`config.mk`:
```
export PLATFORM = sky130hd
export DESIGN_NAME = headgen_stream_mux
export DESIGN_NICKNAME = d
export VERILOG_FILES = /design/src/rtl/headgen_stream_mux.sv
export SDC_FILE = /design/constraint.sdc
export NUM_CORES = 1
export LEC_CHECK = 0
export CORE_UTILIZATION = 50
export DETAILED_ROUTE_END_ITERATION = 10
export GPL_TIMING_DRIVEN = 0
export PLACE_DENSITY = 0.79
export SKIP_CTS_REPAIR_TIMING = 1
export SLEW_MARGIN = 20
export SYNTH_ARGS = -nofsm -noshare
export SYNTH_HDL_FRONTEND = slang
export SYNTH_SLANG_ARGS = --single-unit
export TNS_END_PERCENT = 5
```
`constraint.sdc`:
```
create_clock -name clk -period 3.6 [get_ports clk]
set_clock_uncertainty 0.2 [all_clocks]
set_input_delay 1.08 -clock clk [delete_from_list [all_inputs] [get_ports clk]]
set_output_delay 1.08 -clock clk [all_outputs]
set_load 0.02 [all_outputs]
```
`src/rtl/headgen_stream_mux.sv`:
```
// Template-driven header byte generator: streams template entries as literal bytes
// or captured field bytes. Optional checksum logic is enabled with HEADGEN_CSUM_EN.
module headgen_stream_mux #(
    parameter int NUM_FIELDS = 4,
    parameter int TPL_DEPTH  = 16,
    parameter int LEN_W      = 5,
    localparam int AW        = $clog2(TPL_DEPTH)
) (
    input  logic                    clk,
    input  logic                    reset,
    input  logic                    tpl_we,
    input  logic [AW-1:0]           tpl_addr,
    input  logic [8:0]              tpl_wdata,
    input  logic [LEN_W-1:0]        tpl_len,
    input  logic [16*NUM_FIELDS-1:0] fields_in,
    input  logic                    start,
    output logic [7:0]              out_data,
    output logic                    out_valid,
    input  logic                    out_ready,
    output logic                    out_last,
    output logic                    busy,
    output logic                    done,
    output logic [15:0]             hdr_csum
);

    typedef enum logic {S_IDLE, S_SEND} state_t;

    state_t                     r_state, w_state_nxt;
    logic [8:0]                 r_tpl [TPL_DEPTH];
    logic [NUM_FIELDS-1:0][15:0] r_fields;
    logic [LEN_W-1:0]           r_len;
    logic [AW-1:0]              r_ptr;
    logic                       r_done;

    logic [LEN_W-1:0] w_len_cap;
    logic             w_start_ok, w_fire, w_last, w_fin;
    logic [8:0]       w_ent;
    logic [15:0]      w_field;
    logic [7:0]       w_byte;

    assign w_len_cap  = (tpl_len > LEN_W'(TPL_DEPTH)) ? LEN_W'(TPL_DEPTH) : tpl_len;
    assign w_start_ok = start && (r_state == S_IDLE);
    assign w_fire     = (r_state == S_SEND) && out_ready;
    assign w_last     = (LEN_W'(r_ptr) == r_len - LEN_W'(1));
    assign w_fin      = w_fire && w_last;
    assign w_ent      = r_tpl[r_ptr];

    // Out-of-range field indices fall through to zero.
    always_comb begin
        w_field = '0;
        for (int k = 0; k < NUM_FIELDS; k++)
            if (w_ent[4:1] == 4'(k)) w_field = r_fields[k];
        w_byte = w_ent[8] ? (w_ent[0] ? w_field[7:0] : w_field[15:8]) : w_ent[7:0];
    end

    always_ff @(posedge clk or posedge reset) begin
        if (reset) r_state <= S_IDLE;
        else       r_state <= w_state_nxt;
    end

    always_comb begin
        w_state_nxt = r_state;
        case (r_state)
            S_IDLE: if (w_start_ok && (w_len_cap != '0)) w_state_nxt = S_SEND;
            S_SEND: if (w_fin) w_state_nxt = S_IDLE;
            default: w_state_nxt = S_IDLE;
        endcase
    end

    always_comb begin
        out_valid = (r_state == S_SEND);
        busy      = (r_state == S_SEND);
        out_last  = (r_state == S_SEND) && w_last;
        out_data  = (r_state == S_SEND) ? w_byte : 8'h00;
        done      = r_done;
    end

    always_ff @(posedge clk or posedge reset) begin
        if (reset) begin
            r_fields <= '0;
            r_len    <= '0;
            r_ptr    <= '0;
            r_done   <= 1'b0;
        end else begin
            r_done <= (w_start_ok && (w_len_cap == '0)) || w_fin;
            if (w_start_ok) begin
                r_fields <= fields_in;
                r_len    <= w_len_cap;
                r_ptr    <= '0;
            end else if (w_fire) begin
                r_ptr <= r_ptr + AW'(1);
            end
        end
    end

    // Template storage is intentionally not reset.
    always_ff @(posedge clk) begin
        if (tpl_we && (r_state == S_IDLE)) r_tpl[tpl_addr] <= tpl_wdata;
    end

`ifdef HEADGEN_CSUM_EN
    logic [15:0] r_sum, r_csum;
    logic [15:0] w_addend, w_sum_nxt;
    logic [16:0] w_sum17;

    // Even byte offsets land in the high half of each 16-bit word.
    assign w_addend  = r_ptr[0] ? {8'h00, w_byte} : {w_byte, 8'h00};
    assign w_sum17   = {1'b0, r_sum} + {1'b0, w_addend};
    assign w_sum_nxt = w_sum17[15:0] + {15'b0, w_sum17[16]};

    always_ff @(posedge clk or posedge reset) begin
        if (reset) begin
            r_sum  <= '0;
            r_csum <= '0;
        end else if (w_start_ok) begin
            r_sum <= '0;
            if (w_len_cap == '0) r_csum <= 16'hFFFF;
        end else if (w_fire) begin
            r_sum <= w_sum_nxt;
            if (w_last) r_csum <= ~w_sum_nxt;
        end
    end

    assign hdr_csum = r_csum;
`else
    assign hdr_csum = 16'h0000;
`endif

endmodule

```
* Word-level counts from Yosys, hierarchy flattened
Memories as Yosys holds them, arrays and structs flattened. Cells that the tools add are included.
Storage, ports and cells: logic and storage cells 44, register bits 75, bits of input ports 87, memories kept 1, output and inout bits 28, bits in writable memories 144
Cells by class: $add $sub $neg 2, mux-type cells 15, equal/unequal tests 4, bitwise operators 1, reduce and logical (&&, ||, !) cells 12, magnitude comparators 1
Memory list:
- r_tpl | words 16, width 9, read ports 1, clocked after memory_dff 0, wr ports 1, line 29 | logic [8:0] r_tpl [TPL_DEPTH];
Operators with widths (count):
- 16-bit two-way mux | 4
- 8-bit two-way mux | 3
- 4-bit by 2-bit == test with 1-bit output, second input constant | 2
- 4-bit two-way mux | 2
- 1-bit logical AND | 7
- 4-bit by 5-bit == test with 1-bit output | 1
- 5-bit > comparator, second input constant | 1
- 5-bit zero test | 1
- 5-bit two-way mux | 1
- 5-bit nonzero test | 1
- 5-bit by 1-bit subtractor with 5-bit output, second input constant | 1
- 4-bit by 1-bit adder with 4-bit output, second input constant | 1
- 4-bit by 1-bit == test with 1-bit output, second input constant | 1
- 4-bit zero test | 1
- 1-bit two-way mux | 4
- 1-bit case mux with 2 select lines | 1
- 2-bit nonzero test | 1
- 1-bit logical OR | 1
- 1-bit NOT | 1

* Longest topological paths before layout
Gate-level depths: netlist of the first run. An unclocked memory read counts as a cell.
depth after elaboration 9, gate-level depth with buffers 11

* Worst setup path after synthesis of the first run
Ideal clock, no wire load.
kind register to output, start register r_ptr[0], end output port out_data[3], buffers on the path 3, setup slack -0.283 ns, data arrival time 2.603 ns, stages on the path, launching flop included 10, path through dfrtp_1 -> buf_6 -> buf_6 -> mux4_2 -> a22oi_1 -> nand2_2 -> buf_2 -> nand3_2 -> o221ai_1 -> a221oi_1
On the way: cells in the longest elaborated chain, start to end 9, elaborated cells on any way between the ends 12, those cells by class 3 x eq/ne; 7 x mux; 1 x reduce/logical; 1 x memory
RTL lines:
- start, declared | line 32 | logic [AW-1:0] r_ptr;
- start signal, assigned | line 91 | r_ptr <= r_ptr + AW'(1);
- memory read 16 x 9 bit (*)
- 4-bit zero test | line 52 | if (w_ent[4:1] == 4'(k)) w_field = r_fields[k];
- 16-bit two-way mux (4 in series) | line 52
- 8-bit two-way mux | line 53 | w_byte = w_ent[8] ? (w_ent[0] ? w_field[7:0] : w_field[15:8]) : w_ent[7:0];
- 8-bit two-way mux (*) | line 53
- 8-bit two-way mux (*) | line 74 | out_data = (r_state == S_SEND) ? w_byte : 8'h00;
- end, declared | line 17 | output logic [7:0] out_data,
Mark *: on every way between the ends. The rest lies on a longest branch, timed or not.

* Worst setup path after layout of the first run
start register r_ptr[0], end output port out_data[4]
The elaborated chain is that of the path after synthesis.

==> run_results.csv, run 1 <==
group,metric,value,unit
synthesis,ys_warn_count,0,
drt,drt.antenna.violating_nets,0,
sta,worst_slew_pin_slew,1.17,ns
setup_path,critPathBufInv,5,
synthesis,yosys.area_share.simple,12.1,%
setup_path,crit_path_start_kind,"flop",
clock_network,clk_pin_slew,0.06,ns
clock_network,clk_latency,0.53,ns
synthesis,yosysTopAreaCell,"edfxtp_1",
setup_path,crit_family,"multiplexers",
placed_design,pre_cts_slack,-1.09,ns
synthesis,yosysSeqAreaShare,65.4,%
synthesis,synth_seq_cells,219,
sta,hold_ws,0.271,ns
synthesis,synth_compound_area_share,4.91,%
synthesis,synth.top_cell.area_share,45.6,%
synthesis,synthMuxAreaShare,12.9,%
run,maxCapViolCount,0,
clock_network,clock_sinks,219,
setup_path,required,2.32,ns
clock_network,clk_path_buf_depth,3,
sta,hold_violations,0,
sta,rsz0062_at_grt,"yes",
finish,layout.nets,952,
placed_design,placed_cell_area,11000,um2
sta,finalCriticalPeriod,4.54,ns
setup_path,critical_path.max_fanout,10,
setup_path,end_kind,"primary output",
drt,viasPerCell,5.58,
sta,finalSetupViolCount,9,
finish,antenna_cells,0,
power_and_ir_drop,power_density,842,nW/um2
clock_network,clockRootBuffer,"clkbuf_16",
setup_path,crit_arrival,3.26,ns
synthesis,synth_flop_cell,"edfxtp_1",
synthesis,synth_top_family_by_area,"multiplexers",
synthesis,synth_xor_area_share,0.462,%
global_route,grt_pass1_wl,34000,um
floorplan,initial_core_util,51.9,%
global_route,grtUsageTotal,23.2,%
sta,slew_viol_final,0,
finish,fin_area,12000,um2
floorplan,core_region_area,18300,um2
synthesis,synth.distinct_cells,59,
global_route,grt_pass1_vias,6074,
finish,fillers,1306,
synthesis,synth_edf_count,144,
drt,drt-pass1-iter-count,5,
finish,area_growth,26.3,%
synthesis,syn-cell-area,9480,um2
placed_design,place_congestion,0.837,
finish,final_cells,1107,
synthesis,syn_inst,699,
clock_network,tritoncts,"yes",
sta,fin_ws,-0.942,ns
floorplan,die_h,140,um
sta,fin_tns_setup,-7.27,ns
floorplan,fp-row-count,49,
drt,wirelength,22400,um
setup_path,crit_path_top_delay_cell,"mux4_2",
floorplan,die_area,19500,um2
synthesis,async_reset_ff_share,34.2,%
clock_network,cts_buffers,23,
synthesis,syn_area_per_cell,13.6,um2
drt,post_drt_wl_per_cell,20.2,um
drt,route.vias.total,6176,
global_route,grt.overflow.total,0,
synthesis,synthAdderAreaFrac,0.264,%
worst_hold_path,hold_class,"reg2reg",
placed_design,dp_hpwl,15000,um
sta,clock.fmax,220,MHz
sta,finalCritPeriodShare,126,%
clock_network,ctsHtreeMaxLevel,1,
outcome,violations,"setup timing",
placed_design,port_buffers,98,
setup_path,critical_path_class,"reg2out",
global_route,antenna_found_initial,0,
sta,slew_headroom,21.8,%
setup_path,max_stage_delay,0.51,ns
synthesis,synth_area_leaders,"edfxtp_1 46%, dfrtp_1 20%, nand2_1 8.8%",
power_and_ir_drop,vdd_drop_max,0.509,mV
placed_design,dp.cells,1046,
drt,drc,0,
outcome,outcome,"finished with violations",
floorplan,fp.dieW,140,um
finish,layout-drive-gt1-share,21.3,%
global_route,grt_max_degree,45,
setup_path,cp_cell_sequence,"buf_12, buf_4, mux4_2, mux4_2, buf_6, clkinv_8, nand2_1, a221o_1, a211oi_4, buf_6",
power_and_ir_drop,power_leakage,4.72,nW
drt,drtIter0Drc,432,
floorplan,ioPinCount,115,
report_power, final:
part / leakage [nW] / total (mW) / internal (mW) / switching (mW)
clock network: 0.354 / 2.29 / 1.34 / 0.951
registers: 2.23 / 3.36 / 3.10 / 0.259
logic: 2.13 / 4.42 / 2.05 / 2.37
Yosys cell counts, types with 2 or more instances:
cell type	number
ha_1	2
a211oi_2	2
a21oi_1	6
xnor2_1	4
mux2i_1	27
mux2_2	12
nor3_1	6
a221oi_2	3
a221oi_1	3
nand3_1	2
inv_1	5
nand2_2	2
a221o_1	2
nand3b_1	4
and2_1	2
buf_2	8
a22oi_1	8
buf_6	6
o221ai_1	11
mux4_2	32
buf_1	2
nand2_1	223
clkbuf_1	17
buf_4	17
nand4_1	3
o22ai_1	2
nor2b_1	6
nor2_1	23
dfrtp_1	75
mux4_1	3
nand2b_1	3
o21ai_0	8
edfxtp_1	144
stage by stage:
stage	power, mW	utilization, %
4_1_cts	9.70	64.1
5_1_grt	10.6	65.5
3_3_place_gp	7.32	59.7
2_1_floorplan	6.21	-
3_5_place_dp	7.40	60.1
6_report	10.1	65.5
cells by family after synthesis:
group,count (synthesis)
flops,219
other cells,1
mux,75
xor+xnor,5
buf+inv,59
simple gates,281
compound gates,57
fa+ha+maj,2
cell usage in the layout, fill, tap and decap left out, types with 5 or more instances in the layout:
cell and count:
nand2_1 220, edfxtp_1 144, clkdlybuf4s50_1 89, dfrtp_1 75
buf_4 47, mux4_2 34, mux2i_1 27, clkbuf_16 23
clkbuf_1 21, nor2_1 18, conb_1 16, mux2_2 12
buf_6 11, o21ai_0 8, o221ai_2 7, nor2b_1 6
a22oi_1 6, clkinv_1 5, buf_12 5, a21oi_1 5
nor2_2 5
registers in the layout, summed over array words and instances, names as in the netlist:
name      flops
done          1
r_ptr         4
r_tpl       144
r_fields     64
r_len         5
busy          1
final cells by class:
type / instances / area, um2 / area share, %
sequential: 219 / 6200 / 51.8
multi-input combinational: 436 / 3140 / 26.3
timing repair buffer: 125 / 1190 / 9.94
clock buffer: 30 / 612 / 5.11
buffer: 50 / 379 / 3.17
tap: 229 / 287 / 2.40
clock inverter: 10 / 110 / 0.920
inverter: 8 / 45.0 / 0.377
layer usage:
| layer | wire length [um] | vias up | track usage, % |
|---|---|---|---|
| li1 | - | 2831 | - |
| met4 | 587 | 0 | 7.29 |
| met3 | 1920 | 48 | 5.20 |
| met5 | 0 | - | 0 |
| met2 | 10700 | 284 | 37.6 |
| met1 | 9190 | 3013 | 31.4 |
worst paths after layout:
path	startpoint	endpoint	slack, ns	depth (start not counted)
max in group asynchronous	reset	r_fields[26]$_DFFE_PP0P_	1.91	3
hold / removal	r_fields[47]$_DFFE_PP0P_	r_fields[47]$_DFFE_PP0P_	0.27	2
hold reg to reg	r_fields[47]$_DFFE_PP0P_	r_fields[47]$_DFFE_PP0P_	0.27	2
min in group asynchronous	reset	r_ptr[1]$_DFFE_PP0P_	0.72	2
setup / recovery	r_ptr[0]$_DFFE_PP0P_	out_data[4]	-0.94	10
setup reg to reg	busy$_DFF_PP0_	r_tpl[1][2]$_DFFE_PP_	0.92	4
worst reg2reg max path: cells and delay by family, from the launching register on:
family,cells,cell delay (ns)
buffers and inverters,1,0.26
flip-flops,1,0.43
AND/OR/NAND/NOR,3,1.41
Note: power is estimated with default switching activity, not from simulation.
==> run 2, diff against run 1 <==
--- a/config.mk
+++ b/config.mk
@@ -5,10 +5,10 @@
 export SDC_FILE = /design/constraint.sdc
 export NUM_CORES = 1
 export LEC_CHECK = 0
-export CORE_UTILIZATION = 50
+export CORE_UTILIZATION = 55
 export DETAILED_ROUTE_END_ITERATION = 10
 export GPL_TIMING_DRIVEN = 0
-export PLACE_DENSITY = 0.79
+export PLACE_DENSITY = 0.82
 export SKIP_CTS_REPAIR_TIMING = 1
 export SLEW_MARGIN = 20
 export SYNTH_ARGS = -nofsm -noshare
==> constraint.sdc (replaced) <==
create_clock -name clk -period 5.3 [get_ports clk]
set_clock_uncertainty 0.2 [all_clocks]
set_input_delay 1.59 -clock clk [delete_from_list [all_inputs] [get_ports clk]]
set_output_delay 1.59 -clock clk [all_outputs]
set_load 0.02 [all_outputs]
==> run_results.csv, run 2 (synthesized netlist as in run 1, its figures left out) <==
group,metric,value,unit
floorplan,core_region_area,16700,um2
drt,highest_layer,"met4",
global_route,grt_max_degree,59,
drt,met3_length,2230,um
setup_path,cp-startpoint,"r_ptr[0]$_DFFE_PP0P_",
floorplan,die_area,17800,um2
global_route,grt_pass1_vias,6453,
sta,finalCritPeriodShare,98.5,%
setup_path,critical_path.max_fanout,10,
finish,utilization,69.5,%
sta,finalSetupViolCount,0,
setup_path,cp_cell_sequence,"buf_6, buf_12, buf_8, mux4_2, a22oi_1, nand2_2, nor2_4, buf_4, nand4_1, o221ai_2, a221oi_2, clkbuf_2",
floorplan,ioPinCount,115,
drt,viasPerCell,5.92,
floorplan,fp.dieW,133,um
setup_path,crit_path_start_kind,"flop",
power_and_ir_drop,vdd_drop_max,0.435,mV
global_route,grt.overflow.total,0,
finish,layout.nets,933,
setup_path,critical_path_class,"reg2out",
power_and_ir_drop,pwr-share-seq,35.9,%
power_and_ir_drop,switchingPower,2.31,mW
sta,worst_slew_pin_slew,1.12,ns
setup_path,required,3.51,ns
finish,layout-drive-gt1-share,17.2,%
setup_path,regToRegSetupSlack,2.64,ns
sta,finalCriticalPeriod,5.22,ns
setup_path,crit_family,"buffers and inverters",
drt,wirelength,23200,um
setup_path,end_kind,"primary output",
global_route,antenna_found_initial,0,
clock_network,clockRootBuffer,"clkbuf_16",
global_route,grt_pass1_wl,35500,um
drt,drt-pass1-iter-count,6,
clock_network,clk_latency,0.51,ns
sta,slew_headroom,24.9,%
global_route,grtUsageTotal,26.5,%
drt,drc,0,
floorplan,fp-row-count,47,
placed_design,place_congestion,0.926,
power_and_ir_drop,swShare,36.3,%
clock_network,tritoncts,"yes",
worst_hold_path,hold_class,"reg2reg",
finish,area_growth,22.4,%
clock_network,cts_buffers,23,
run,maxCapViolCount,0,
setup_path,max_stage_delay,0.51,ns
finish,final_cell_mix,"221 x nand2_1, 144 x edfxtp_1, 90 x clkdlybuf4s50_1, 75 x dfrtp_1, 32 x mux4_2",
setup_path,reg2reg_to,"r_tpl[3][1]$_DFFE_PP_",
setup_path,crit_path_top_delay_cell,"mux4_2",
setup_path,crit_arrival,3.43,ns
drt,met2_wirelength,11100,um
setup_path,crit_cells,12,
outcome,outcome,"complete, no violations",
placed_design,dp_hpwl,15700,um
drt,post_drt_wl_per_cell,21.5,um
drt,drt.antenna.violating_nets,0,
power_and_ir_drop,power_frac_comb,41.6,%
setup_path,r2r-start,"busy$_DFF_PP0_",
finish,largest_reg_flops,144,
sta,hold_ws,0.275,ns
sta,hold_violations,0,
power_and_ir_drop,clkPwrFrac,22.5,%
power_and_ir_drop,power_leakage,4.60,nW
clock_network,clk_pin_slew,0.06,ns
power_and_ir_drop,power.internal,4.06,mW
setup_path,critPathBufInv,5,
sta,clock.fmax,192,MHz
floorplan,die_h,133,um
clock_network,clock_sinks,219,
finish,regMostFlops,"r_tpl",
floorplan,initial_core_util,56.7,%
finish,antenna_cells,0,
placed_design,port_buffers,98,
finish,layout_commonest_cell,"nand2_1",
drt,route.vias.total,6373,
drt,wl_met1,9070,um
clock_network,ctsHtreeMaxLevel,1,
drt,drtIter0Drc,717,
power_and_ir_drop,power_density,549,nW/um2
setup_path,cp-endpoint,"out_data[7]",
sta,slew_viol_final,0,
finish,largestRegisters,"r_tpl: 144 flops, r_fields: 64 flops, r_len: 5 flops",
clock_network,clk_path_buf_depth,3,
setup_path,reg2reg_depth,4,
## run 2: cell types whose count changed in the layout (fill, tap and decap cells not counted), sizes merged
| cell | delta |
|---|---|
| clkbuf | +4 |
| clkinv | -1 |
| clkdlybuf4s50 | +1 |
| bufinv | -2 |
| buf | -26 |
| dlymetal6s2s | +3 |
## run 2: worst reg2reg max path: stages, from the launching register on
cell and delay, ns:
dfrtp_1 0.45, clkinv_1 0.26, nand2_1 0.14, or3_1 0.40, nor2_1 0.84
## run 2: power groups by stage
stage          Combinational, mW  Sequential, mW  Clock, mW
2_1_floorplan               1.78            2.25          0
5_1_grt                     2.83            2.31       1.52
3_3_place_gp                2.48            2.28          0
4_1_cts                     2.58            2.27       1.45
3_5_place_dp                2.55            2.30          0
6_report                    2.65            2.29       1.43
## run 2: stage by stage
stage	instance area (um2)	TNS (ns)	total power [mW]	worst slack [ns]	std cells
floorplan	9530	0	4.04	0.907	714
detailed placement	10900	0	4.85	0.0178	1037
CTS	11500	-3.14	6.30	-0.539	1075
global placement	10800	0	4.76	0.110	1032
global route	11600	-0.0997	6.66	-0.0283	1077
finish	11600	0	6.37	0.0819	1077
## run 2: worst min-delay path by stage
| stage | startpoint | end | slack, ns | cells past startpoint |
|---|---|---|---|---|
| after floorplan | r_fields[56]$_DFFE_PP0P_ | r_fields[56]$_DFFE_PP0P_ | 0.24 | 2 |
| after CTS | r_fields[30]$_DFFE_PP0P_ | r_fields[30]$_DFFE_PP0P_ | 0.28 | 2 |
| final | r_fields[10]$_DFFE_PP0P_ | r_fields[10]$_DFFE_PP0P_ | 0.27 | 2 |
| after global placement | r_fields[47]$_DFFE_PP0P_ | r_fields[47]$_DFFE_PP0P_ | 0.25 | 2 |
| after global routing | r_fields[35]$_DFFE_PP0P_ | r_fields[35]$_DFFE_PP0P_ | 0.30 | 2 |
| after detailed placement | r_fields[30]$_DFFE_PP0P_ | r_fields[30]$_DFFE_PP0P_ | 0.26 | 2 |
## run 2: area by class of cell
class | instances | area [um2]
inverters | 8 | 45.0
clock buffers | 31 | 606
clock inverters | 7 | 50.0
multi-input cells | 436 | 3030
well taps | 220 | 275
plain buffers | 50 | 340
flip-flops and latches | 219 | 6200
repair buffers | 106 | 1050
fillers | 1112 | 5100
## run 2: layer usage
layer	track usage, %	vias up
li1	-	2799
met1	35.5	3117
met2	43.5	393
met3	5.59	64
met4	9.09	0
met5	0	-
